$ cat config.mk
export PLATFORM = sky130hd
export DESIGN_NAME = instr_serial_loader
export DESIGN_NICKNAME = d
export VERILOG_FILES = /design/src/rtl/instr_serial_loader.sv
export SDC_FILE = /design/constraint.sdc
export NUM_CORES = 1
export LEC_CHECK = 0
export BUFFER_PORTS_ARGS = -buffer_cell sky130_fd_sc_hd__buf_2
export CAP_MARGIN = 20
export CORE_MARGIN = 10
export CORE_UTILIZATION = 35
export CTS_CLUSTER_DIAMETER = 30
export CTS_CLUSTER_SIZE = 40
export DETAILED_ROUTE_END_ITERATION = 10
export GPL_ROUTABILITY_DRIVEN = 1
export PLACE_DENSITY = 0.53
export REMOVE_ABC_BUFFERS = 1
export SETUP_SLACK_MARGIN = 0.4
export SLEW_MARGIN = 20
export SYNTH_ARGS = -nofsm -noshare
export SYNTH_HDL_FRONTEND = slang
export SYNTH_SLANG_ARGS = --single-unit
$ cat constraint.sdc
create_clock -name CLK -period 1.85 [get_ports CLK]
set_input_delay 0.37 -clock CLK [delete_from_list [all_inputs] [get_ports CLK]]
set_output_delay 0.37 -clock CLK [all_outputs]
set_load 0.1 [all_outputs]
$ cat src/rtl/instr_serial_loader.sv
// Serial-to-parallel instruction loader: assembles LSB-first 9-bit words from pins,
// buffers them in a small FIFO and issues them to the core with a one-cycle strobe.
module instr_serial_loader #(
  parameter int unsigned WORD_W = 9,
  parameter int unsigned DEPTH  = 4
) (
  input  logic                         CLK,
  input  logic                         RESET_N,
  input  logic                         SDATA,
  input  logic                         SVALID,
  input  logic                         SYNC,
  input  logic                         STALL,
  input  logic                         CLR_OVF,
  output logic [WORD_W-1:0]            INSTRUCTION,
  output logic                         WRITE_EN,
  output logic                         FULL,
  output logic                         EMPTY,
  output logic [$clog2(DEPTH+1)-1:0]   LEVEL,
  output logic                         OVERFLOW
);

  localparam int unsigned PTR_W = $clog2(DEPTH);
  localparam int unsigned CNT_W = $clog2(WORD_W);
  localparam int unsigned LVL_W = $clog2(DEPTH + 1);

  // Bit 0 of the assembly register is shifted out before it is ever used, so only
  // the upper WORD_W-1 bits are stored.
  logic [WORD_W-1:1] asm_q;
  logic [CNT_W-1:0]  bitcnt_q;
  logic [PTR_W-1:0]  wr_ptr_q, rd_ptr_q;
  logic [WORD_W-1:0] mem_q [DEPTH];

  logic              bit_take_c;
  logic              word_done_c;
  logic [WORD_W-1:0] done_word_c;
  logic              pop_c;
  logic              push_c;
  logic              drop_c;
  logic [LVL_W-1:0]  level_next_c;

  always_comb begin
    bit_take_c   = SVALID && !SYNC;
    word_done_c  = bit_take_c && (bitcnt_q == CNT_W'(WORD_W - 1));
    done_word_c  = {SDATA, asm_q};
    pop_c        = !EMPTY && !STALL;
    push_c       = word_done_c && (!FULL || pop_c);
    drop_c       = word_done_c && FULL && !pop_c;
    level_next_c = LEVEL;
    if (push_c && !pop_c)      level_next_c = LEVEL + LVL_W'(1);
    else if (pop_c && !push_c) level_next_c = LEVEL - LVL_W'(1);
  end

  // Deserialiser; SYNC takes priority over a coincident bit.
  always_ff @(posedge CLK or negedge RESET_N) begin
    if (!RESET_N) begin
      asm_q    <= '0;
      bitcnt_q <= '0;
    end else if (SYNC) begin
      bitcnt_q <= '0;
    end else if (SVALID) begin
      asm_q    <= {SDATA, asm_q[WORD_W-1:2]};
      bitcnt_q <= (bitcnt_q == CNT_W'(WORD_W - 1)) ? '0 : bitcnt_q + CNT_W'(1);
    end
  end

  // FIFO storage needs no reset: pointers and level define what is valid.
  always_ff @(posedge CLK) begin
    if (push_c) mem_q[wr_ptr_q] <= done_word_c;
  end

  always_ff @(posedge CLK or negedge RESET_N) begin
    if (!RESET_N) begin
      wr_ptr_q    <= '0;
      rd_ptr_q    <= '0;
      LEVEL       <= '0;
      FULL        <= 1'b0;
      EMPTY       <= 1'b1;
      INSTRUCTION <= '0;
      WRITE_EN    <= 1'b0;
      OVERFLOW    <= 1'b0;
    end else begin
      if (push_c) wr_ptr_q <= wr_ptr_q + PTR_W'(1);
      if (pop_c) begin
        rd_ptr_q    <= rd_ptr_q + PTR_W'(1);
        INSTRUCTION <= mem_q[rd_ptr_q];
      end
      WRITE_EN <= pop_c;
      LEVEL    <= level_next_c;
      FULL     <= (level_next_c == LVL_W'(DEPTH));
      EMPTY    <= (level_next_c == '0);
      if (drop_c)       OVERFLOW <= 1'b1;
      else if (CLR_OVF) OVERFLOW <= 1'b0;
    end
  end

endmodule

[Yosys cells after proc, flatten, opt, wreduce, memory -nomap -nowiden]
Memory sizes are Yosys's and may differ from the RTL's. A register that Yosys moved wholly into a read port is not among the register bits.
Cells that the tools add are included.
Cells by class
  $add $sub $neg: 5
  eq/ne operators: 2
  multiplexer cells: 9
  bitwise operators: 1
  reduce and logical (&&, ||, !) cells: 20
Operators with widths (count)
  $mux 4: 3
  $logic_and 1x1->1: 8
  $logic_not 1->1: 7
  $mux 3: 2
  $add 2x1->2 const B: 2
  $add 4x1->4 const B: 1
  $eq 4x4->1 const B: 1
  $mux 1: 4
  $reduce_bool 2->1: 2
  $add 3x1->3 const B: 1
  $eq 3x3->1 const B: 1
  $logic_not 3->1: 1
  $sub 3x1->3 const B: 1
  $reduce_and 2->1: 1
  $logic_or 1x1->1: 1
  $not 1->1: 1
Storage, ports and cells
  register bits: 23
  RAM bits: 36
  input bits: 7
  word-level logic and storage cells: 47
  memories kept: 1
Memories
  mem_q: depth 4, width 9, rd ports 1, clocked after Yosys merged registers in 1, write ports 1, line 31  | logic [WORD_W-1:0] mem_q [DEPTH];

[Longest topological paths before layout]
Gate-level depths: netlist of run 1.
  word-level depth: 9
  depth in mapped cells: 7
  gate-level depth less buffers: 6

[Worst setup path after synthesis of run 1]
No wires, ideal clock.
  kind: flip-flop to flip-flop
  from: register LEVEL[1]
  to: register FULL
  arrival time: 2.119 ns
  path slack: -0.356 ns
  stages on the path, launching flop included: 7
  period minus slack after synthesis: 2.206 ns
  cell sequence: dfrtp_1 > inv_1 > ha_1 > nand2b_1 > nor4_1 > a31oi_1 > a211oi_2
On the way
  cells in the longest elaborated chain, start to end: 4
  elaborated cells between the ends (all ways): 5
Ends and longest elaborated chain
  start: declaration: line 18  | output logic [$clog2(DEPTH+1)-1:0] LEVEL,
  start signal: assignment: line 88  | LEVEL <= level_next_c;
  $sub 3x1->3: line 50  | else if (pop_c && !push_c) level_next_c = LEVEL - LVL_W'(1);
  $mux 3: line 50
  $mux 3 (*): line 49  | if (push_c && !pop_c) level_next_c = LEVEL + LVL_W'(1);
  $eq 3x3->1 (*): line 89  | FULL <= (level_next_c == LVL_W'(DEPTH));
  end signal: assignment: line 89
  end: declaration: line 16  | output logic FULL,
Every way passes the cells marked *; elsewhere a longest branch is shown, timed or not.
A chain may end at the register's enable or synchronous reset.

[Worst setup path after layout of run 1]
  from: register bitcnt_q[1]
  to: memory mem_q[0][4], enable pin
On the way
  cells in the longest elaborated chain, start to end: 5
Ends and longest elaborated chain
  start: declaration: line 29  | logic [CNT_W-1:0] bitcnt_q;
  start signal: assignment: line 62  | bitcnt_q <= (bitcnt_q == CNT_W'(WORD_W - 1)) ? '0 : bitcnt_q + CNT_W'(1);
  $eq 4x4->1: line 43  | word_done_c = bit_take_c && (bitcnt_q == CNT_W'(WORD_W - 1));
  $logic_and 1x1->1: line 43
  $logic_and 1x1->1: line 46  | push_c = word_done_c && (!FULL || pop_c);
  $mux 1: line 68  | if (push_c) mem_q[wr_ptr_q] <= done_word_c;
  $mux 1 (implied by the code): line 68
  end: declaration: line 31
Every way passes these cells.

==> results.yml, run 1 <==
cells_and_area:
  fillers: 699
  final_core_util: 0.477
  final_net_count: 256
  drive_gt1_frac: 0.439
  layout.cells.non_filler: 348
  antenna_cells: 0
  register_area_um2: 1890
  area_growth_pct: 31.4
  multi_input_area_um2: 951
setup_path:
  worstPathCellList: "inv_2, ha_4, and3b_2, nand2_2, a21oi_4, and2_4, clkbuf_16"
  path_buf_inv: 2
  cp_top_family: "simple AND/OR/NAND/NOR gates"
  criticalPathCategory: "reg -> reg"
  cp_slowest_cell: "dfrtp_1"
  critPathMaxFanout: 5
  cp-end-kind: "flop"
  startpoint_type: "flop"
  critPathRequiredTime_ns: 1.91
  crit_path_max_incr_delay_ns: 0.39
  worst_ep_arrival_time_ns: 1.78
sta:
  fin_crit_sh: 0.929
  fmax_mhz: 582
  grt_setup_unrepaired: "true"
  fin_crit_ns: 1.72
  finalHoldViolCount: 0
  worst_slew_pin_slew_ns: 0.385
  relSlewSlack: 0.743
  clock_skew_ns: 0.00952
  fin_ws_ns: 0.132
  finalMaxSlewViolations: 0
  tns_ns: 0
  setup_viol: 0
global_routing:
  grt_antenna_before_repair: 0
  grt-ovfl-total: 0
  grt_pass1_vias: 1712
  grt_pass1_wl_um: 8820
  grt_usage: 0.0959
  grt_max_degree: 24
job:
  maxCapViolCount: 0
placed_design:
  dp_hpwl_um: 3570
  dp_cells: 320
  portBuffers: 22
  pre_cts_ws_ns: 0.0921
  gp_congestion: 0.776
yosys:
  synthTopCellsByCount: "edfxtp_1 (36), dfrtp_1 (31), nand2_1 (29)"
  synth_area_leaders: "edfxtp_1 (38%), dfrtp_1 (28%), mux4_2 (7.2%)"
  ys_warn_count: 0
  synth_top_area_frac: 0.384
  synth_flop_cell: "edfxtp_1"
  async_flop_share: 0.471
  synth_top_area_cell: "edfxtp_1"
  yosysMostFrequentCell: "edfxtp_1"
  synth_cell_type_count: 40
  ys_seq_elements: 68
  syn_area_per_cell_um2: 15.0
  synth_edf_count: 36
  syn_area_um2: 2820
  ys_seq_area_frac: 0.668
  synth_cells: 188
pwr:
  power.density_nw_per_um2: 1580
  vdd_drop_max_mv: 1.15
  finalPower_mw: 5.85
  p_leak_nw: 1.50
clock_network:
  tritoncts: "built"
  cts_buffers: 9
  clockRootBuffer: "clkbuf_8"
  cts_max_path_buffers: 2
  clkTransAtPathRegs_ns: 0.08
  htree_levels: 3
  clk-insertion-delay-late_ns: 0.34
  clock-sinks: 68
drt:
  first_pass_iters: 4
  wl_um: 5210
  via_count: 1606
  drc: 0
  drtAntennaViolNets: 0
  routed_via_density: 4.61
  dr.first_iter.drc_count: 54
  routedWlPerCell_um: 15.0
die:
  start_util: 0.363
  io_pins: 23
  rows: 32
  die_w_um: 110
  core_um2: 7770
  die_y_um: 110
  dieArea_um2: 12000
worst_hold_path:
  timing.hold.worst.class: "in -> reg"
status:
  status: "finished, final reports clean"
## area by class of cell
| class | count | share of cell area |
|---|---|---|
| clock buffers | 11 | 0.0409 |
| multi-input cells | 104 | 0.257 |
| clock inverters | 5 | 0.0159 |
| repair buffers | 49 | 0.133 |
| well taps | 102 | 0.0345 |
| flip-flops and latches | 68 | 0.509 |
| inverters | 9 | 0.00912 |
## registers in the layout (all words and copies together) (netlist names)
signal	cells
rd_ptr_q	2
OVERFLOW	1
wr_ptr_q	2
bitcnt_q	4
LEVEL	3
WRITE_EN	1
mem_q	36
asm_q	8
FULL	1
INSTRUCTION	9
EMPTY	1
## kinds of logic after synthesis
| family | share of synthesized area |
|---|---|
| flip-flops | 0.668 |
| AND/OR/NAND/NOR | 0.0901 |
| multiplexers | 0.119 |
| AO/OA/AOI/OAI | 0.0475 |
| buffers and inverters | 0.0271 |
| adder cells (fa/ha/maj) | 0.0355 |
| XOR/XNOR | 0.0124 |
## per-stage QoR
stage	cell area [um2]	hold WS (ns)
floorplan	2780	0.0744
global placement	3190	0.256
detailed placement	3190	0.260
CTS	3650	0.210
global route	3700	0.225
finish	3700	0.222
## where the power goes
| part | total [mW] | switching, mW | internal [mW] |
|---|---|---|---|
| Clock | 1.26 | 0.561 | 0.698 |
| Sequential | 2.11 | 0.253 | 1.86 |
| Combinational | 2.48 | 1.64 | 0.843 |
## worst register-to-register path, stage by stage (launching register included)
cell and delay (ns):
dfrtp_1 0.39, inv_2 0.09, ha_4 0.14, and3b_2 0.21, nand2_2 0.08, a21oi_4 0.18, and2_4 0.21, clkbuf_16 0.14
## placed cells by master (no fill, tap or decap), drive strengths merged, types with 3 or more instances in the layout
cell / n
buf: 47
xnor2: 4
mux2: 10
a21oi: 4
dfrtp: 31
clkbuf: 12
edfxtp: 36
mux4: 9
o31ai: 3
and2: 4
nand2: 29
ha: 8
nor2: 7
inv: 10
## layer usage
layer / up-vias / wire length, um / track usage
met4: 0 / 43 / 0.0279
met1: 776 / 2320 / 0.116
met3: 4 / 346 / 0.0451
met5: - / 0 / 0
met2: 37 / 2490 / 0.150
li1: 789 / - / -
## path summary, 6_finish.rpt
| kind | cells after the start | slack [ns] | to | from |
|---|---|---|---|---|
| worst min-delay path | 2 | 0.22 | OVERFLOW | CLR_OVF |
| max in group asynchronous | 3 | 0.94 | EMPTY | RESET_N |
| worst max register to register | 7 | 0.13 | mem_q[0][4] | bitcnt_q[1] |
| worst min register to register | 1 | 0.51 | INSTRUCTION[5] | INSTRUCTION[5] |
| worst max-delay path | 7 | 0.13 | mem_q[0][4] | bitcnt_q[1] |
| min in group asynchronous | 2 | 0.43 | INSTRUCTION[7] | RESET_N |
## repair_timing
action / 4_1_cts / 5_1_grt
gates cloned: 0 / 1
hold endpoints to repair: 9 / 0
pin swaps: 5 / 3
hold buffers: 1 / 0
buffers inserted: 8 / 2
endpoints found under the setup margin: 68 / 54
resized for setup: 51 / 4
No activity file was read; power rests on OpenSTA's default activity.
==> run 2: changes to the inputs <==
--- a/config.mk
+++ b/config.mk
@@ -5,15 +5,15 @@
 export SDC_FILE = /design/constraint.sdc
 export NUM_CORES = 1
 export LEC_CHECK = 0
-export BUFFER_PORTS_ARGS = -buffer_cell sky130_fd_sc_hd__buf_2
 export CAP_MARGIN = 20
 export CORE_MARGIN = 10
-export CORE_UTILIZATION = 35
+export CORE_UTILIZATION = 56
 export CTS_CLUSTER_DIAMETER = 30
 export CTS_CLUSTER_SIZE = 40
 export DETAILED_ROUTE_END_ITERATION = 10
+export DONT_BUFFER_PORTS = 1
 export GPL_ROUTABILITY_DRIVEN = 1
-export PLACE_DENSITY = 0.53
+export PLACE_DENSITY = 0.74
 export REMOVE_ABC_BUFFERS = 1
 export SETUP_SLACK_MARGIN = 0.4
 export SLEW_MARGIN = 20
==> results.yml, run 2 (synthesized netlist as in run 1, its figures left out) <==
status:
  status: "finished, final reports clean"
drt:
  first_pass_iters: 5
  wl_um: 5740
  drtAntennaViolNets: 0
  dr.first_iter.drc_count: 104
  drc: 0
  via_count: 1669
  routed_via_density: 5.66
  routedWlPerCell_um: 19.4
sta:
  fin_crit_sh: 0.930
  fin_ws_ns: 0.129
  finalMaxSlewViolations: 0
  clock_skew_ns: 0.00856
  worst_slew_pin_slew_ns: 0.504
  grt_setup_unrepaired: "true"
  setup_viol: 0
  fmax_mhz: 581
  finalHoldViolCount: 0
  fin_crit_ns: 1.72
  relSlewSlack: 0.664
  tns_ns: 0
placed_design:
  portBuffers: 0
  placed_cell_area_um2: 3030
  dp_hpwl_um: 3510
  gp_congestion: 0.821
  pre_cts_ws_ns: 0.0548
cells_and_area:
  reg_top3: "mem_q (36), INSTRUCTION (9), asm_q (8)"
  fin_area_um2: 3540
  area_growth_pct: 25.7
  largest_register_ffs: 36
  drive_gt1_frac: 0.430
  final_net_count: 238
  multi_input_area_um2: 972
  register_area_um2: 1900
  fillers: 272
  final_common_cell: "edfxtp_1"
  final_cell_mix: "edfxtp_1 (36), nand2_1 (29), dfrtp_1 (19), buf_4 (19), dfrtp_2 (12)"
  largest_register: "mem_q"
  antenna_cells: 0
  final_core_util: 0.740
clock_network:
  cts_buffers: 9
  htree_levels: 3
  clk-insertion-delay-late_ns: 0.33
  clockRootBuffer: "clkbuf_8"
  tritoncts: "built"
  cts_max_path_buffers: 2
  clock-sinks: 68
  clkTransAtPathRegs_ns: 0.07
die:
  core_um2: 4790
  die_y_um: 90.9
  die_w_um: 90.9
  dieArea_um2: 8270
  io_pins: 23
  rows: 25
  start_util: 0.589
pwr:
  power.density_nw_per_um2: 1670
  power_frac_seq: 0.492
  switching_share: 0.420
  p_comb_frac: 0.289
  p_leak_nw: 1.44
  p_int_mw: 3.44
  p_switching_mw: 2.49
  vdd_drop_max_mv: 1.19
  clock_power_share: 0.219
setup_path:
  critPathMaxFanout: 9
  reg2regPathDepth: 7
  criticalPathCategory: "reg -> reg"
  worst_ep_arrival_time_ns: 1.77
  critPathRequiredTime_ns: 1.90
  startpoint_type: "flop"
  cp-end-kind: "flop"
job:
  maxCapViolCount: 0
global_routing:
  grt_pass1_vias: 1713
  grt_antenna_before_repair: 0
  grt_usage: 0.138
  grt-ovfl-total: 0
  grt_max_degree: 33
  grt_pass1_wl_um: 9100
worst_hold_path:
  timing.hold.worst.class: "in -> reg"
  holdPathStages: 1
run 2: layout make-up:
class	instances	share of cell area
Clock buffer	9	0.0350
Tap cell	67	0.0237
Inverter	9	0.00954
Sequential cell	68	0.536
Clock inverter	7	0.0258
Timing Repair Buffer	31	0.0954
Multi-Input combinational cell	104	0.275
run 2: metal layers:
layer | GRT usage | routed length (um) | vias up
li1 | - | - | 747
met1 | 0.161 | 2370 | 863
met2 | 0.233 | 3010 | 53
met3 | 0.0469 | 289 | 6
met4 | 0.0444 | 70 | 0
met5 | 0 | 0 | -
run 2: repair_timing:
item / 4_1_cts / 5_1_grt
setup endpoints to repair: 65 / 56
buffers inserted: 4 / 3
pin swaps: 4 / 2
hold buffers: 2 / 0
hold endpoints to repair: 32 / 0
resized for setup: 41 / 13
cloned: 2 / 0
run 2: worst max-delay path, cell delays in order, from the launching register on:
cell	delay (ns)
dfrtp_1	0.39
inv_2	0.09
ha_4	0.16
and3b_1	0.18
nand2_1	0.11
a21oi_4	0.19
and2_4	0.18
buf_12	0.13
run 2: metrics by stage:
stage	std cells	hold slack (ns)	total power, mW
final	295	0.0925	5.92
after global routing	295	0.0893	6.15
after CTS	292	0.0868	5.85
after detailed placement	268	0.0758	4.23
after global placement	268	0.0757	4.18
after floorplan	181	0.0744	3.88
run 2: final timing paths:
check                           slack [ns]         from     endpoint
worst max-delay path                  0.13  bitcnt_q[1]  mem_q[0][3]
worst min-delay path                  0.09         SYNC  bitcnt_q[3]
worst max register to register        0.13  bitcnt_q[1]  mem_q[0][3]
worst min register to register        0.55     asm_q[2]  mem_q[0][1]
max in group asynchronous             1.12      RESET_N        EMPTY
min in group asynchronous             0.48      RESET_N  rd_ptr_q[1]
run 2: power by group through the flow:
stage	Clock (mW)	Combinational, mW	Sequential, mW
final	1.29	1.71	2.92
after global routing	1.38	1.81	2.95
after CTS	1.30	1.64	2.91
after detailed placement	0	1.36	2.87
after global placement	0	1.32	2.86
after floorplan	0	0.629	3.25
==> run 3: changes to the inputs <==
==> constraint.sdc (replaced) <==
create_clock -name CLK -period 1.85 [get_ports CLK]
set_input_delay 0.2775 -clock CLK [delete_from_list [all_inputs] [get_ports CLK]]
set_output_delay 0.2775 -clock CLK [all_outputs]
set_load 0.1 [all_outputs]
==> results.yml, run 3 (synthesized netlist as in run 1, its figures left out) <==
setup_path:
  r2r_start: "bitcnt_q[0]"
  cp-end-kind: "flop"
  crit_path_max_incr_delay_ns: 0.44
  r2r_end: "FULL"
  r2r_setup_slack_ns: 0.13
  worst_ep_arrival_time_ns: 1.97
  startpoint_type: "flop"
  reg2regPathDepth: 7
  critPathRequiredTime_ns: 2.10
  worstPathCellList: "inv_2, ha_4, and3b_2, buf_6, a21oi_2, or4_4, a211oi_2"
  critPathMaxFanout: 3
  criticalPathCategory: "reg -> reg"
  cp_slowest_cell: "or4_4"
placed_design:
  portBuffers: 0
  gp_congestion: 0.818
  dp_hpwl_um: 3780
  placed_cell_area_um2: 3100
cells_and_area:
  final_net_count: 250
  final_cell_mix: "edfxtp_1 (36), dfrtp_1 (29), nand2_1 (28)"
  drive_gt1_frac: 0.408
  register_area_um2: 1890
  fin_area_um2: 3560
  antenna_cells: 0
  largest_register_ffs: 36
  area_growth_pct: 26.3
  final_core_util: 0.744
  multi_input_area_um2: 947
  final_common_cell: "edfxtp_1"
  fillers: 280
  largest_register: "mem_q"
  reg_top3: "mem_q (36), INSTRUCTION (9), asm_q (8)"
sta:
  finalMaxSlewViolations: 0
  fin_hold_ws_ns: 0.0336
  fin_crit_sh: 0.927
  fin_crit_ns: 1.72
  relSlewSlack: 0.709
  clock_skew_ns: 0.00442
  setup_viol: 0
  fmax_mhz: 583
  finalHoldViolCount: 0
  tns_ns: 0
  worst_slew_pin_slew_ns: 0.436
  grt_setup_unrepaired: "true"
worst_hold_path:
  holdPathStages: 0
  timing.hold.worst.class: "in -> reg"
  hold_start: "SDATA"
  whs_endpoint: "mem_q[3][8]"
clock_network:
  clkTransAtPathRegs_ns: 0.07
  tritoncts: "built"
  cts_max_path_buffers: 2
  htree_levels: 3
  clockRootBuffer: "clkbuf_8"
  cts_buffers: 9
  clock-sinks: 68
  clk-insertion-delay-late_ns: 0.33
drt:
  routedWlPerCell_um: 19.4
  via_count: 1681
  drc: 0
  routed_via_density: 5.48
  drtAntennaViolNets: 0
  dr.first_iter.drc_count: 139
  wl_um: 5940
  first_pass_iters: 4
die:
  dieArea_um2: 8270
  die_y_um: 90.9
  start_util: 0.589
  core_um2: 4790
  die_w_um: 90.9
  io_pins: 23
  rows: 25
job:
  maxCapViolCount: 0
global_routing:
  grt_pass1_wl_um: 9280
  grt-ovfl-total: 0
  grt_max_degree: 33
  grt_pass1_vias: 1852
  grt_usage: 0.147
  grt_antenna_before_repair: 0
status:
  status: "finished, final reports clean"
pwr:
  power.density_nw_per_um2: 1620
  p_leak_nw: 1.47
  switching_share: 0.422
  p_int_mw: 3.34
  vdd_drop_max_mv: 1.20
  clock_power_share: 0.196
  p_comb_frac: 0.439
  p_switching_mw: 2.44
  power_frac_seq: 0.365
## run 3: changes by cell type in the layout (fill, tap and decap cells not counted), moves of 2 or more
cell / previous run / this run
buf_12: 5 / 3
buf_4: 19 / 27
buf_6: 4 / 9
clkbuf_1: 0 / 2
dfrtp_1: 19 / 29
dfrtp_2: 12 / 2
mux2_2: 1 / 4
mux2_4: 9 / 6
## run 3: area by class of cell
class                           instances  share of cell area
Multi-Input combinational cell        104               0.266
Sequential cell                        68               0.530
Clock buffer                           11              0.0369
Timing Repair Buffer                   43               0.119
Clock inverter                          5              0.0148
Inverter                                9             0.00949
Tap cell                               67              0.0236
## run 3: power by group through the flow
| stage | Clock, mW | Sequential, mW | Combinational, mW |
|---|---|---|---|
| 2_1_floorplan | 0 | 3.25 | 0.629 |
| 3_3_place_gp | 0 | 2.08 | 2.26 |
| 3_5_place_dp | 0 | 2.11 | 2.31 |
| 4_1_cts | 1.16 | 2.10 | 2.44 |
| 5_1_grt | 1.24 | 2.14 | 2.65 |
| 6_report | 1.13 | 2.11 | 2.54 |
## run 3: how the worst max path moves through the flow
stage / start / end / slack (ns) / depth (start not counted)
after floorplan: LEVEL[1] / FULL / -0.36 / 6
after global routing: bitcnt_q[1] / FULL / 0.06 / 7
after detailed placement: bitcnt_q[1] / mem_q[3][7] / 0.04 / 7
after CTS: bitcnt_q[0] / FULL / 0.17 / 7
final: bitcnt_q[0] / FULL / 0.13 / 7
after global placement: bitcnt_q[1] / mem_q[3][8] / 0.12 / 7
## run 3: through the flow
step / total power [mW] / setup WS (ns) / instances
after floorplan: 3.88 / -0.357 / 181
after global placement: 4.34 / 0.121 / 277
after detailed placement: 4.42 / 0.0435 / 277
after CTS: 5.71 / 0.174 / 302
after global routing: 6.03 / 0.0588 / 307
final: 5.78 / 0.135 / 307
## run 3: metal layers
metal	routed length, um	GRT usage	up-vias
met1	2450	0.158	853
met5	0	0	-
met4	142	0.0849	0
met3	283	0.0486	13
met2	3070	0.248	42
li1	-	-	773
## run 3: worst max-delay path: cells and delay by family (launching register included)
family                     cells  cell delay [ns]
and+or+nand+nor                2             0.65
buffers and inverters          2             0.19
adders and majority gates      1             0.15
DFF                            1             0.39
AOI/OAI and AO/OA              2             0.25
## run 3: what timing repair did
item,CTS,global route
gates resized for setup,24,17
endpoints found under the hold margin,36,0
pin swaps,3,7
cloned,3,0
endpoints found under the setup margin,54,54
hold buffers,3,0
buffers inserted,3,5
